<file path="src/rtl/m2v_block_sched_if.sv">
// Handshake bundle between the block scheduler and its VLD / IDCT neighbours.
// master: scheduler side, slave: pipeline side.
interface m2v_block_sched_if;
    logic blk_req;
    logic ds_ready;
    logic flush;
    logic pre_block_start;
    logic block_start;
    logic blk_ack;
    logic bubble;
    logic busy;
    logic flush_done;

    modport master (
        input  blk_req,
        input  ds_ready,
        input  flush,
        output pre_block_start,
        output block_start,
        output blk_ack,
        output bubble,
        output busy,
        output flush_done
    );

    modport slave (
        output blk_req,
        output ds_ready,
        output flush,
        input  pre_block_start,
        input  block_start,
        input  blk_ack,
        input  bubble,
        input  busy,
        input  flush_done
    );
endinterface

</file>
<file path="src/rtl/m2v_block_sched.sv">
// Block scheduler for the m2vside1..3 side-info pipeline and IDCT.
// Issues pre_block_start/block_start pairs, spaced and drained on flush.
module m2v_block_sched #(
    parameter int unsigned BLK_INTERVAL = 64,
    parameter int unsigned CNT_WIDTH    = 7,
    parameter int unsigned DRAIN_DEPTH  = 2
) (
    input  logic              clk,
    input  logic              reset_n,
    m2v_block_sched_if.master bus
);

    localparam int unsigned DW = $clog2(DRAIN_DEPTH + 1);
    localparam logic [CNT_WIDTH-1:0] CNT_LOAD = CNT_WIDTH'(BLK_INTERVAL - 1);
    localparam logic [DW-1:0] DRAIN_LOAD = DW'(DRAIN_DEPTH);
    localparam logic [DW-1:0] DRAIN_ONE  = DW'(1);

    typedef enum logic [1:0] {
        IDLE  = 2'd0,
        PRE   = 2'd1,
        START = 2'd2
    } state_t;

    state_t               state;
    state_t               state_nx;
    logic [CNT_WIDTH-1:0] cnt;
    logic [DW-1:0]        drain_cnt;
    logic                 kind_real;
    logic                 kind_real_nx;
    logic                 done_pend;

    logic                 at_decision;
    logic                 drain_want;
    logic                 go_real;
    logic                 go_drain;
    logic                 start_real;
    logic                 start_bubble;
    logic                 done_fire;

    // Decision terms; a flush in the decision cycle already counts as a drain request.
    always_comb begin
        at_decision = 1'b0;
        drain_want  = 1'b0;
        go_real     = 1'b0;
        go_drain    = 1'b0;
        at_decision = (state == IDLE) && (cnt <= CNT_WIDTH'(1));
        drain_want  = (drain_cnt != '0) || bus.flush;
        go_real     = bus.blk_req & bus.ds_ready;
        go_drain    = ~bus.blk_req & bus.ds_ready & drain_want;
    end

    // Next state and block kind; PRE is committed and always proceeds to START.
    always_comb begin
        state_nx     = state;
        kind_real_nx = kind_real;
        unique case (state)
            IDLE: begin
                if (at_decision && (go_real || go_drain)) begin
                    state_nx     = PRE;
                    kind_real_nx = go_real;
                end
            end
            PRE:     state_nx = START;
            START:   state_nx = IDLE;
            default: state_nx = IDLE;
        endcase
    end

    // State and latched block kind.
    always_ff @(posedge clk or negedge reset_n) begin
        if (!reset_n) begin
            state     <= IDLE;
            kind_real <= 1'b0;
        end else begin
            state     <= state_nx;
            kind_real <= kind_real_nx;
        end
    end

    // Interval counter holds BLK_INTERVAL-1 during the block_start cycle, then counts down.
    always_ff @(posedge clk or negedge reset_n) begin
        if (!reset_n) begin
            cnt <= '0;
        end else if (state == PRE) begin
            cnt <= CNT_LOAD;
        end else if (cnt != '0) begin
            cnt <= cnt - CNT_WIDTH'(1);
        end
    end

    assign start_real   = (state == START) && kind_real;
    assign start_bubble = (state == START) && !kind_real;

    // Outstanding bubbles: flush or a real block mid-drain rearm, each bubble consumes one.
    always_ff @(posedge clk or negedge reset_n) begin
        if (!reset_n) begin
            drain_cnt <= '0;
        end else if (bus.flush) begin
            drain_cnt <= DRAIN_LOAD;
        end else if (start_real && (drain_cnt != '0)) begin
            drain_cnt <= DRAIN_LOAD;
        end else if (start_bubble && (drain_cnt != '0)) begin
            drain_cnt <= drain_cnt - DW'(1);
        end
    end

    assign done_fire = done_pend && (state == IDLE) && (cnt == '0);

    // Final bubble arms flush_done; a real block or new flush cancels it.
    always_ff @(posedge clk or negedge reset_n) begin
        if (!reset_n) begin
            done_pend <= 1'b0;
        end else if (bus.flush || start_real) begin
            done_pend <= 1'b0;
        end else if (start_bubble && (drain_cnt == DRAIN_ONE)) begin
            done_pend <= 1'b1;
        end else if (done_fire) begin
            done_pend <= 1'b0;
        end
    end

    assign bus.pre_block_start = (state == PRE);
    assign bus.block_start     = (state == START);
    assign bus.blk_ack         = start_real;
    assign bus.bubble          = start_bubble;
    assign bus.flush_done      = done_fire;
    assign bus.busy            = !((state == IDLE) && (cnt == '0) &&
                                   (drain_cnt == '0) && !done_pend);

endmodule

</file>
<file path="src/flat_wrapper.sv">
// flat-port wrapper written by rule: the top's interface ports become plain ports
module m2v_block_sched_flat 
#(
    parameter int unsigned BLK_INTERVAL = 64,
    parameter int unsigned CNT_WIDTH    = 7,
    parameter int unsigned DRAIN_DEPTH  = 2
)
  (clk, reset_n, bus_blk_req, bus_ds_ready, bus_flush, bus_pre_block_start, bus_block_start, bus_blk_ack, bus_bubble, bus_busy, bus_flush_done);
  m2v_block_sched_if bus_i ();
  input  logic clk;
  input  logic reset_n;
  input wire logic [$bits(bus_i.blk_req)-1:0] bus_blk_req;
  input wire logic [$bits(bus_i.ds_ready)-1:0] bus_ds_ready;
  input wire logic [$bits(bus_i.flush)-1:0] bus_flush;
  output wire logic [$bits(bus_i.pre_block_start)-1:0] bus_pre_block_start;
  output wire logic [$bits(bus_i.block_start)-1:0] bus_block_start;
  output wire logic [$bits(bus_i.blk_ack)-1:0] bus_blk_ack;
  output wire logic [$bits(bus_i.bubble)-1:0] bus_bubble;
  output wire logic [$bits(bus_i.busy)-1:0] bus_busy;
  output wire logic [$bits(bus_i.flush_done)-1:0] bus_flush_done;
  assign bus_i.blk_req = bus_blk_req;
  assign bus_i.ds_ready = bus_ds_ready;
  assign bus_i.flush = bus_flush;
  assign bus_pre_block_start = bus_i.pre_block_start;
  assign bus_block_start = bus_i.block_start;
  assign bus_blk_ack = bus_i.blk_ack;
  assign bus_bubble = bus_i.bubble;
  assign bus_busy = bus_i.busy;
  assign bus_flush_done = bus_i.flush_done;
  m2v_block_sched #(.BLK_INTERVAL(BLK_INTERVAL), .CNT_WIDTH(CNT_WIDTH), .DRAIN_DEPTH(DRAIN_DEPTH)) u_core (.clk(clk), .reset_n(reset_n), .bus(bus_i));
endmodule
</file>
<file path="config.mk">
export PLATFORM = sky130hd
export DESIGN_NAME = m2v_block_sched_flat
export DESIGN_NICKNAME = d
export VERILOG_FILES = /design/src/rtl/m2v_block_sched_if.sv /design/src/rtl/m2v_block_sched.sv /design/src/flat_wrapper.sv
export SDC_FILE = /design/constraint.sdc
export NUM_CORES = 1
export LEC_CHECK = 0
export ABC_AREA = 1
export CAP_MARGIN = 10
export CORE_MARGIN = 4
export CORE_UTILIZATION = 50
export DETAILED_ROUTE_END_ITERATION = 6
export PLACE_DENSITY = 0.76
export SYNTH_ARGS = -nofsm -noshare
export SYNTH_HDL_FRONTEND = slang
export SYNTH_SLANG_ARGS = --single-unit
</file>
<file path="constraint.sdc">
create_clock -name clk -period 4 [get_ports clk]
set_input_delay 0.8 -clock clk [delete_from_list [all_inputs] [get_ports clk]]
set_output_delay 0.8 -clock clk [all_outputs]
set_load 0.005 [all_outputs]
</file>
==> flow_metrics.tcl, run 1 <==
set metrics [dict create \
    cts_buffer_depth 2 \
    io_pins 11 \
    crit_fanout 5 \
    tns_ns 0 \
    min_period_over_period_pct 69.1 \
    ys_async_sr_fraction_pct 100 \
    cts_tree "done" \
    synth_edf_count 0 \
    synth_area_sq_um 846 \
    start_util_pct 54.3 \
    wl_per_cell_um 11.4 \
    synthFlopType "dfrtp_1" \
    antenna_found_initial 0 \
    remaining_drc_errors 0 \
    postRouteAntennaNets 0 \
    postCtsSetupRepairBufs 0 \
    first_pass_iters 4 \
    yosys.area.top_type "dfrtp_1" \
    place_hpwl_mm 1.33 \
    worstSetupPathType "reg -> out" \
    clock.fmax_mhz 362 \
    die_y_um 49.1 \
    cts_resized 0 \
    syn_nets 124 \
    synthTopCellsByArea "dfrtp_1, nand2_1, inv_1, ha_1, nand3_1" \
    yosysMostFrequentCell "nand2_1" \
    yosys_register_bits 13 \
    cp-end-kind "output port" \
    finClkSkew_ns 0.00661 \
    finalCriticalPeriod_ns 2.76 \
    hold_class "reg -> reg" \
    diodes 0 \
    whs_path_depth 2 \
    required_ns 3.20 \
    grt_setup_unrepaired "no" \
    yosysSeqAreaShare_pct 38.5 \
    portBuffers 10 \
    r2r_cells 9 \
    die_x_um 49.1 \
    clock_latency_ns 0.29 \
    grt_pass1_vias 667 \
    yosysUniqueCellTypes 19 \
    path_clk_slew_ns 0.08 \
    vdd_drop_max_mv 0.385 \
    syn_inst 114 \
    setup_viol 0 \
    root_buffer "clkbuf_4" \
    whs_ns 0.513 \
    cts.hold.buffers_added 0 \
    worst_pin_slew_ns 0.575 \
    wl_mm 1.65 \
    num_vias 719 \
    dieArea_sq_um 2410 \
    design.core.area_sq_um 1560 \
    whs_endpoint "u_core.done_pend$_DFFE_PN0P_" \
    place_congestion 0.920 \
    grt_max_degree 14 \
    fin_util_pct 63.6 \
    fillers 123 \
    grt_overflow 0 \
    reg2reg_from "u_core.cnt[0]$_DFFE_PN0P_" \
    track_usage_pct 16.3 \
    min_from "u_core.done_pend$_DFFE_PN0P_" \
    fp-row-count 14 \
    start_kind "register" \
    clock-sinks 13 \
    slew_violations 0 \
    yosysWarnings 0 \
    numCtsBuffers 3 \
    via_per_inst 4.99 \
    drtIter0Drc 9 \
    avgSynthCellArea_sq_um 7.42 \
    power_leakage_nw 0.550 \
    grt_pass1_wl_mm 2.98 \
    drive_gt1_share_pct 17.2 \
    run_status "finished clean" \
    maxCapViolations 0 \
    synth_common_cells "nand2_1, inv_1, dfrtp_1" \
    cp.arrival_ns 1.96 \
    rrSetupSlack_ns 2.64 \
    htreeDepth 1 \
    powerDensity_nw_per_um2 570 \
    synth_top_area_share_pct 38.5 \
    slew_headroom_pct 61.6 \
    nets 139 \
    r2r-end "u_core.cnt[4]$_DFFE_PN0P_" \
    finalHoldViolCount 0 \
    area_delta_synth_final_pct 17.3 \
]
-- registers in the layout (all words and copies together) (netlist names) --
register / flops
u_core.state: 2
u_core.done_pend: 1
u_core.kind_real: 1
u_core.drain_cnt: 2
u_core.cnt: 7
-- metrics by stage --
step | setup slack, ns | area, sq um | instances | power (mW)
2_1_floorplan | 2.12 | 846 | 114 | 0.419
3_3_place_gp | 1.60 | 966 | 140 | 0.479
3_5_place_dp | 1.56 | 966 | 140 | 0.482
4_1_cts | 1.23 | 992 | 144 | 0.570
5_1_grt | 1.09 | 992 | 144 | 0.626
6_report | 1.24 | 992 | 144 | 0.565
-- final cells by class --
type	instances	area, sq um	area share, %
multi-input cells	73	412	41.5
flip-flops and latches	13	325	32.8
inverters	28	109	11.0
repair buffers	10	100	10.1
clock buffers	4	26.3	2.65
well taps	16	20.0	2.02
-- how the worst max path moves through the flow --
stage,to,cells after the start,slack (ns),from
6_report,bus_flush_done,7,1.24,u_core.cnt[0]$_DFFE_PN0P_
4_1_cts,bus_flush_done,7,1.23,u_core.cnt[0]$_DFFE_PN0P_
2_1_floorplan,bus_busy,7,2.12,u_core.cnt[0]$_DFFE_PN0P_
3_5_place_dp,bus_flush_done,7,1.56,u_core.cnt[0]$_DFFE_PN0P_
3_3_place_gp,bus_flush_done,7,1.60,u_core.cnt[0]$_DFFE_PN0P_
5_1_grt,bus_flush_done,7,1.09,u_core.cnt[0]$_DFFE_PN0P_
-- worst max-delay path, cell delays in order (launching register included) --
cell and delay [ns]:
dfrtp_1 0.42, inv_1 0.15, ha_1 0.17, inv_1 0.05, nor2_2 0.16, nand3_1 0.13, nor2_1 0.10, clkdlybuf4s50_1 0.50
-- logic make-up (layout without fill, tap and decap cells) --
family / after synthesis / after routing / synth area share (%)
AO/OA/AOI/OAI: 6 / 6 / 3.70
AND/OR/NAND/NOR: 62 / 62 / 37.6
flip-flops: 13 / 13 / 38.5
buffers and inverters: 28 / 42 / 12.9
adder cells (fa/ha/maj): 5 / 5 / 7.40
-- power breakdown --
part | internal [mW] | total (mW) | leakage (nW) | switching (mW)
sequential | 0.177 | 0.226 | 0.164 | 0.0486
combinational | 0.0978 | 0.254 | 0.371 | 0.156
clock | 0.0388 | 0.0853 | 0.0150 | 0.0465
-- per-layer routing --
metal	up-vias	wire length [um]	track usage (%)
met5	-	0	0
met4	0	51	11.4
met3	5	40	3.98
met2	8	756	22.3
met1	327	797	22.1
li1	379	-	-
-- cell usage in the layout, fill, tap and decap left out --
cell type        netlist  final
nand3_1               12     12
inv_4                  1      1
inv_1                 21     21
a21oi_1                3      3
dfrtp_1               13     13
nor2_4                 1      1
nand4_1                4      4
clkinv_2               1      1
nand2_2                2      2
nand2_1               27     27
nor2_1                 6      6
clkinv_1               1      1
clkdlybuf4s50_1        0     10
o21ai_1                2      2
nor2_2                 5      5
ha_1                   5      5
clkbuf_4               0      3
nand3_2                2      2
nand2_4                3      3
clkbuf_1               0      1
o22ai_1                1      1
inv_2                  4      4
(Power assumes the default switching activity.)
==> inputs of run 2 (changes only) <==
- CORE_UTILIZATION: 50 -> 47
- PLACE_DENSITY: 0.76 -> 0.75
- clock period: 4 -> 2.37 ns (I/O delays scaled with it)
==> flow_metrics.tcl, run 2 (same netlist as run 1, synthesis figures left out) <==
set metrics [dict create \
    run_status "finished clean" \
    wl_mm 1.77 \
    die_y_um 50.4 \
    grt_setup_unrepaired "no" \
    cts_buffer_depth 2 \
    grt_max_degree 14 \
    vdd_drop_max_mv 0.471 \
    setup_viol 0 \
    via_per_inst 5.07 \
    remaining_drc_errors 0 \
    crit_family "buffers and inverters" \
    maxCapViolations 0 \
    slew_violations 0 \
    post-place-ws_ns 0.260 \
    tns_ns 0 \
    cp-end-kind "output port" \
    cp_cell_sequence "inv_2 > nand2_4 > inv_1 > clkdlybuf4s50_1" \
    dp_cells 149 \
    worstSetupPathType "reg -> out" \
    final_cell_mix "nand2_1, inv_1, dfrtp_1, nand3_1, clkdlybuf4s50_1" \
    slew_headroom_pct 59.6 \
    start_kind "register" \
    cp_slowest_cell "clkdlybuf4s50_1" \
    drtIter0Drc 32 \
    htreeDepth 1 \
    grt_overflow 0 \
    fin_ws_ns 0.357 \
    wl_per_cell_um 11.3 \
    cts.hold.buffers_added 0 \
    clock-sinks 13 \
    first_pass_iters 5 \
    slowest_delay_ns 0.51 \
    die_x_um 50.4 \
    track_usage_pct 15.5 \
    hold_class "reg -> reg" \
    diodes 0 \
    top_register "u_core.cnt" \
    whs_ns 0.524 \
    finClkSkew_ns 0.00322 \
    place_hpwl_mm 1.36 \
    nets 142 \
    required_ns 1.90 \
    power_leakage_nw 0.584 \
    largest_reg_flops 7 \
    worst_pin_slew_ns 0.604 \
    cts_tree "done" \
    root_buffer "clkbuf_4" \
    design.core.area_sq_um 1710 \
    grt_pass1_vias 727 \
    path_clk_slew_ns 0.09 \
    drive_gt1_share_pct 21.4 \
    portBuffers 10 \
    start_util_pct 49.5 \
    io_pins 11 \
    area_delta_synth_final_pct 22.6 \
    finalHoldViolCount 0 \
    reg_top3 "u_core.cnt (7), u_core.drain_cnt (2), u_core.state (2)" \
    dieArea_sq_um 2540 \
    grt_pass1_wl_mm 2.97 \
    finalCriticalPeriod_ns 2.01 \
    num_vias 791 \
    min_period_over_period_pct 84.9 \
    numCtsBuffers 3 \
    fp-row-count 15 \
    stdcell_count 156 \
    worst-path-buf-inv 3 \
    place_congestion 0.862 \
    final_common_cell "nand2_1" \
    crit_fanout 8 \
    powerDensity_nw_per_um2 984 \
    postRouteAntennaNets 0 \
    antenna_found_initial 0 \
    clock.fmax_mhz 497 \
    fillers 142 \
    fin_util_pct 60.7 \
    clock_latency_ns 0.27 \
    cp.arrival_ns 1.54 \
]
-- run 2: per-layer routing --
metal	wire length, um	global-route usage [%]	vias to the layer above
li1	-	-	382
met1	800	19.6	368
met2	790	25.0	35
met3	137	4.15	6
met4	40	5.83	0
met5	0	0	-
-- run 2: what timing repair did --
item,CTS,global route
hold endpoints to repair,0,0
gates cloned,0,0
setup endpoints to repair,2,2
buffers inserted,0,3
resized for setup,2,3
-- run 2: cell type report --
cell class	instances	area (sq um)	area share, %
multi-input cells	73	417	40.2
flip-flops and latches	13	325	31.4
repair buffers	13	128	12.3
inverters	28	109	10.5
well taps	25	31.3	3.02
clock buffers	3	22.5	2.17
clock inverters	1	5.00	0.483
-- run 2: worst register-to-register path, delay by kind of cell, from the launching register on --
kind | cells | cell delay (ns)
flip-flops | 1 | 0.40
buffers and inverters | 4 | 0.35
AND/OR/NAND/NOR | 4 | 0.30
adder cells (fa/ha/maj) | 1 | 0.23
-- run 2: report_power, final --
part / total (mW) / switching, mW / internal [mW]
logic: 0.505 / 0.303 / 0.202
clock network: 0.138 / 0.0751 / 0.0624
registers: 0.378 / 0.0792 / 0.299
total: 1.02 / 0.457 / 0.563
-- run 2: path summary, 6_finish.rpt --
check | from | depth (start not counted) | slack [ns] | end
worst max-delay path | u_core.state[1]$_DFFE_PN0P_ | 4 | 0.36 | bus_pre_block_start
worst min-delay path | u_core.done_pend$_DFFE_PN0P_ | 2 | 0.52 | u_core.done_pend$_DFFE_PN0P_
worst max register to register | u_core.cnt[0]$_DFFE_PN0P_ | 9 | 1.00 | u_core.cnt[4]$_DFFE_PN0P_
worst min register to register | u_core.done_pend$_DFFE_PN0P_ | 2 | 0.52 | u_core.done_pend$_DFFE_PN0P_
max in group asynchronous | reset_n | 1 | 1.40 | u_core.cnt[2]$_DFFE_PN0P_
min in group asynchronous | reset_n | 1 | 0.57 | u_core.kind_real$_DFFE_PN0P_
-- run 2: stage by stage --
step	power, mW	cell area [sq um]
after CTS	0.979	1010
after global placement	0.802	977
after detailed placement	0.824	977
final	1.02	1040
after global routing	1.11	1040
after floorplan	0.708	846
==> inputs of run 3 (changes only) <==
- CORE_UTILIZATION: 47 -> 50
- PLACE_DENSITY: 0.75 -> 0.76
- clock period: 2.37 -> 2 ns (I/O delays scaled with it)
==> flow_metrics.tcl, run 3 (same netlist as run 1, synthesis figures left out) <==
set metrics [dict create \
    path_clk_slew_ns 0.09 \
    multiInputGateArea_sq_um 422 \
    cts_tree "done" \
    clock_latency_ns 0.29 \
    cp.arrival_ns 1.52 \
    run_status "finished clean" \
    power_leakage_nw 0.575 \
    whs_ns 0.481 \
    grt_setup_unrepaired "no" \
    antenna_found_initial 0 \
    finClkSkew_ns 0.00358 \
    worstSetupPathType "reg -> out" \
    grt_overflow 0 \
    start_util_pct 54.3 \
    largest_reg_flops 7 \
    place_hpwl_mm 1.39 \
    numCtsBuffers 3 \
    portBuffers 10 \
    vdd_drop_max_mv 0.773 \
    final_cell_mix "nand2_1, inv_1, dfrtp_1, nand3_1, clkdlybuf4s50_1" \
    htreeDepth 1 \
    rrSetupSlack_ns 0.68 \
    via_per_inst 5.23 \
    postRouteAntennaNets 0 \
    min_period_over_period_pct 96.0 \
    area_delta_synth_final_pct 22.0 \
    hold_class "in -> async" \
    slew_headroom_pct 59.2 \
    required_ns 1.60 \
    num_vias 780 \
    nets 144 \
    tns_ns 0 \
    finalHoldViolCount 0 \
    reg_top3 "u_core.cnt (7), u_core.drain_cnt (2), u_core.state (2)" \
    place_area_sq_um 988 \
    cp-end-kind "output port" \
    cp_slowest_cell "clkdlybuf4s50_1" \
    dieArea_sq_um 2410 \
    remaining_drc_errors 0 \
    clock.fmax_mhz 521 \
    fp-row-count 14 \
    grt_pass1_wl_mm 3.20 \
    design.core.area_sq_um 1560 \
    fin_ws_ns 0.0793 \
    start_kind "register" \
    wl_per_cell_um 12.1 \
    slew_violations 0 \
    die_x_um 49.1 \
    drtIter0Drc 23 \
    wl_mm 1.81 \
    fin_area_sq_um 1030 \
    setup_viol 0 \
    grt_max_degree 14 \
    cts.hold.buffers_added 0 \
    root_buffer "clkbuf_4" \
    die_y_um 49.1 \
    top_register "u_core.cnt" \
    final_common_cell "nand2_1" \
    post-place-ws_ns 0.0441 \
    cp_cell_sequence "inv_2 > nand2_4 > inv_1 > clkdlybuf4s50_1" \
    total_power_mw 1.23 \
    io_pins 11 \
    powerDensity_nw_per_um2 1190 \
    first_pass_iters 5 \
    fillers 129 \
    place_congestion 0.867 \
    cts_buffer_depth 2 \
    diodes 0 \
    crit_fanout 8 \
    worst_pin_slew_ns 0.610 \
    track_usage_pct 17.6 \
    maxCapViolations 0 \
    seq_area_sq_um 327 \
    finalCriticalPeriod_ns 1.92 \
    slowest_delay_ns 0.50 \
    clock-sinks 13 \
    drive_gt1_share_pct 24.8 \
    grt_pass1_vias 779 \
]
run 3: path summary, 6_finish.rpt:
check                                                  from                         endpoint  cells after the start
worst max-delay path            u_core.state[1]$_DFFE_PN0P_              bus_pre_block_start                      4
worst min-delay path                                reset_n  u_core.drain_cnt[0]$_DFFE_PN0P_                      1
worst max register to register    u_core.cnt[0]$_DFFE_PN0P_        u_core.cnt[4]$_DFFE_PN0P_                      9
worst min register to register    u_core.cnt[6]$_DFFE_PN0P_        u_core.cnt[6]$_DFFE_PN0P_                      2
max in group asynchronous                           reset_n      u_core.state[1]$_DFFE_PN0P_                      1
min in group clk                  u_core.cnt[6]$_DFFE_PN0P_        u_core.cnt[6]$_DFFE_PN0P_                      2
run 3: repair_timing:
action / 4_1_cts / 5_1_grt
resized for setup: 5 / 5
endpoints found under the setup margin: 2 / 3
buffers inserted: 2 / 0
pin swaps: 2 / 1
run 3: cell type report:
| class | instances | share of cell area, % |
|---|---|---|
| multi-input cells | 73 | 40.8 |
| flip-flops and latches | 13 | 31.6 |
| repair buffers | 15 | 12.4 |
| inverters | 28 | 10.5 |
| clock buffers | 3 | 2.18 |
| well taps | 16 | 1.94 |
| clock inverters | 1 | 0.485 |
run 3: power by group:
| group | switching [mW] | internal, mW | total (mW) |
|---|---|---|---|
| logic | 0.362 | 0.250 | 0.612 |
| registers | 0.0816 | 0.354 | 0.436 |
| clock network | 0.105 | 0.0745 | 0.179 |
| total | 0.548 | 0.679 | 1.23 |
run 3: worst max-delay path, delay by kind of cell (launching register included):
| kind | cells | cell delay (ns) |
|---|---|---|
| DFF | 1 | 0.45 |
| buffers and inverters | 3 | 0.69 |
| and+or+nand+nor | 1 | 0.08 |
run 3: stage by stage:
step / util (%) / instances
after floorplan: - / 114
final: 66.2 / 149
after global routing: 66.2 / 149
after CTS: 66.6 / 149
after global placement: 63.4 / 143
after detailed placement: 63.4 / 143
run 3: routing by layer:
metal  track usage [%]  wire [um]
met1              20.0        781
met4              12.3         87
met5                 0          0
met3              4.59         83
met2              28.6        857
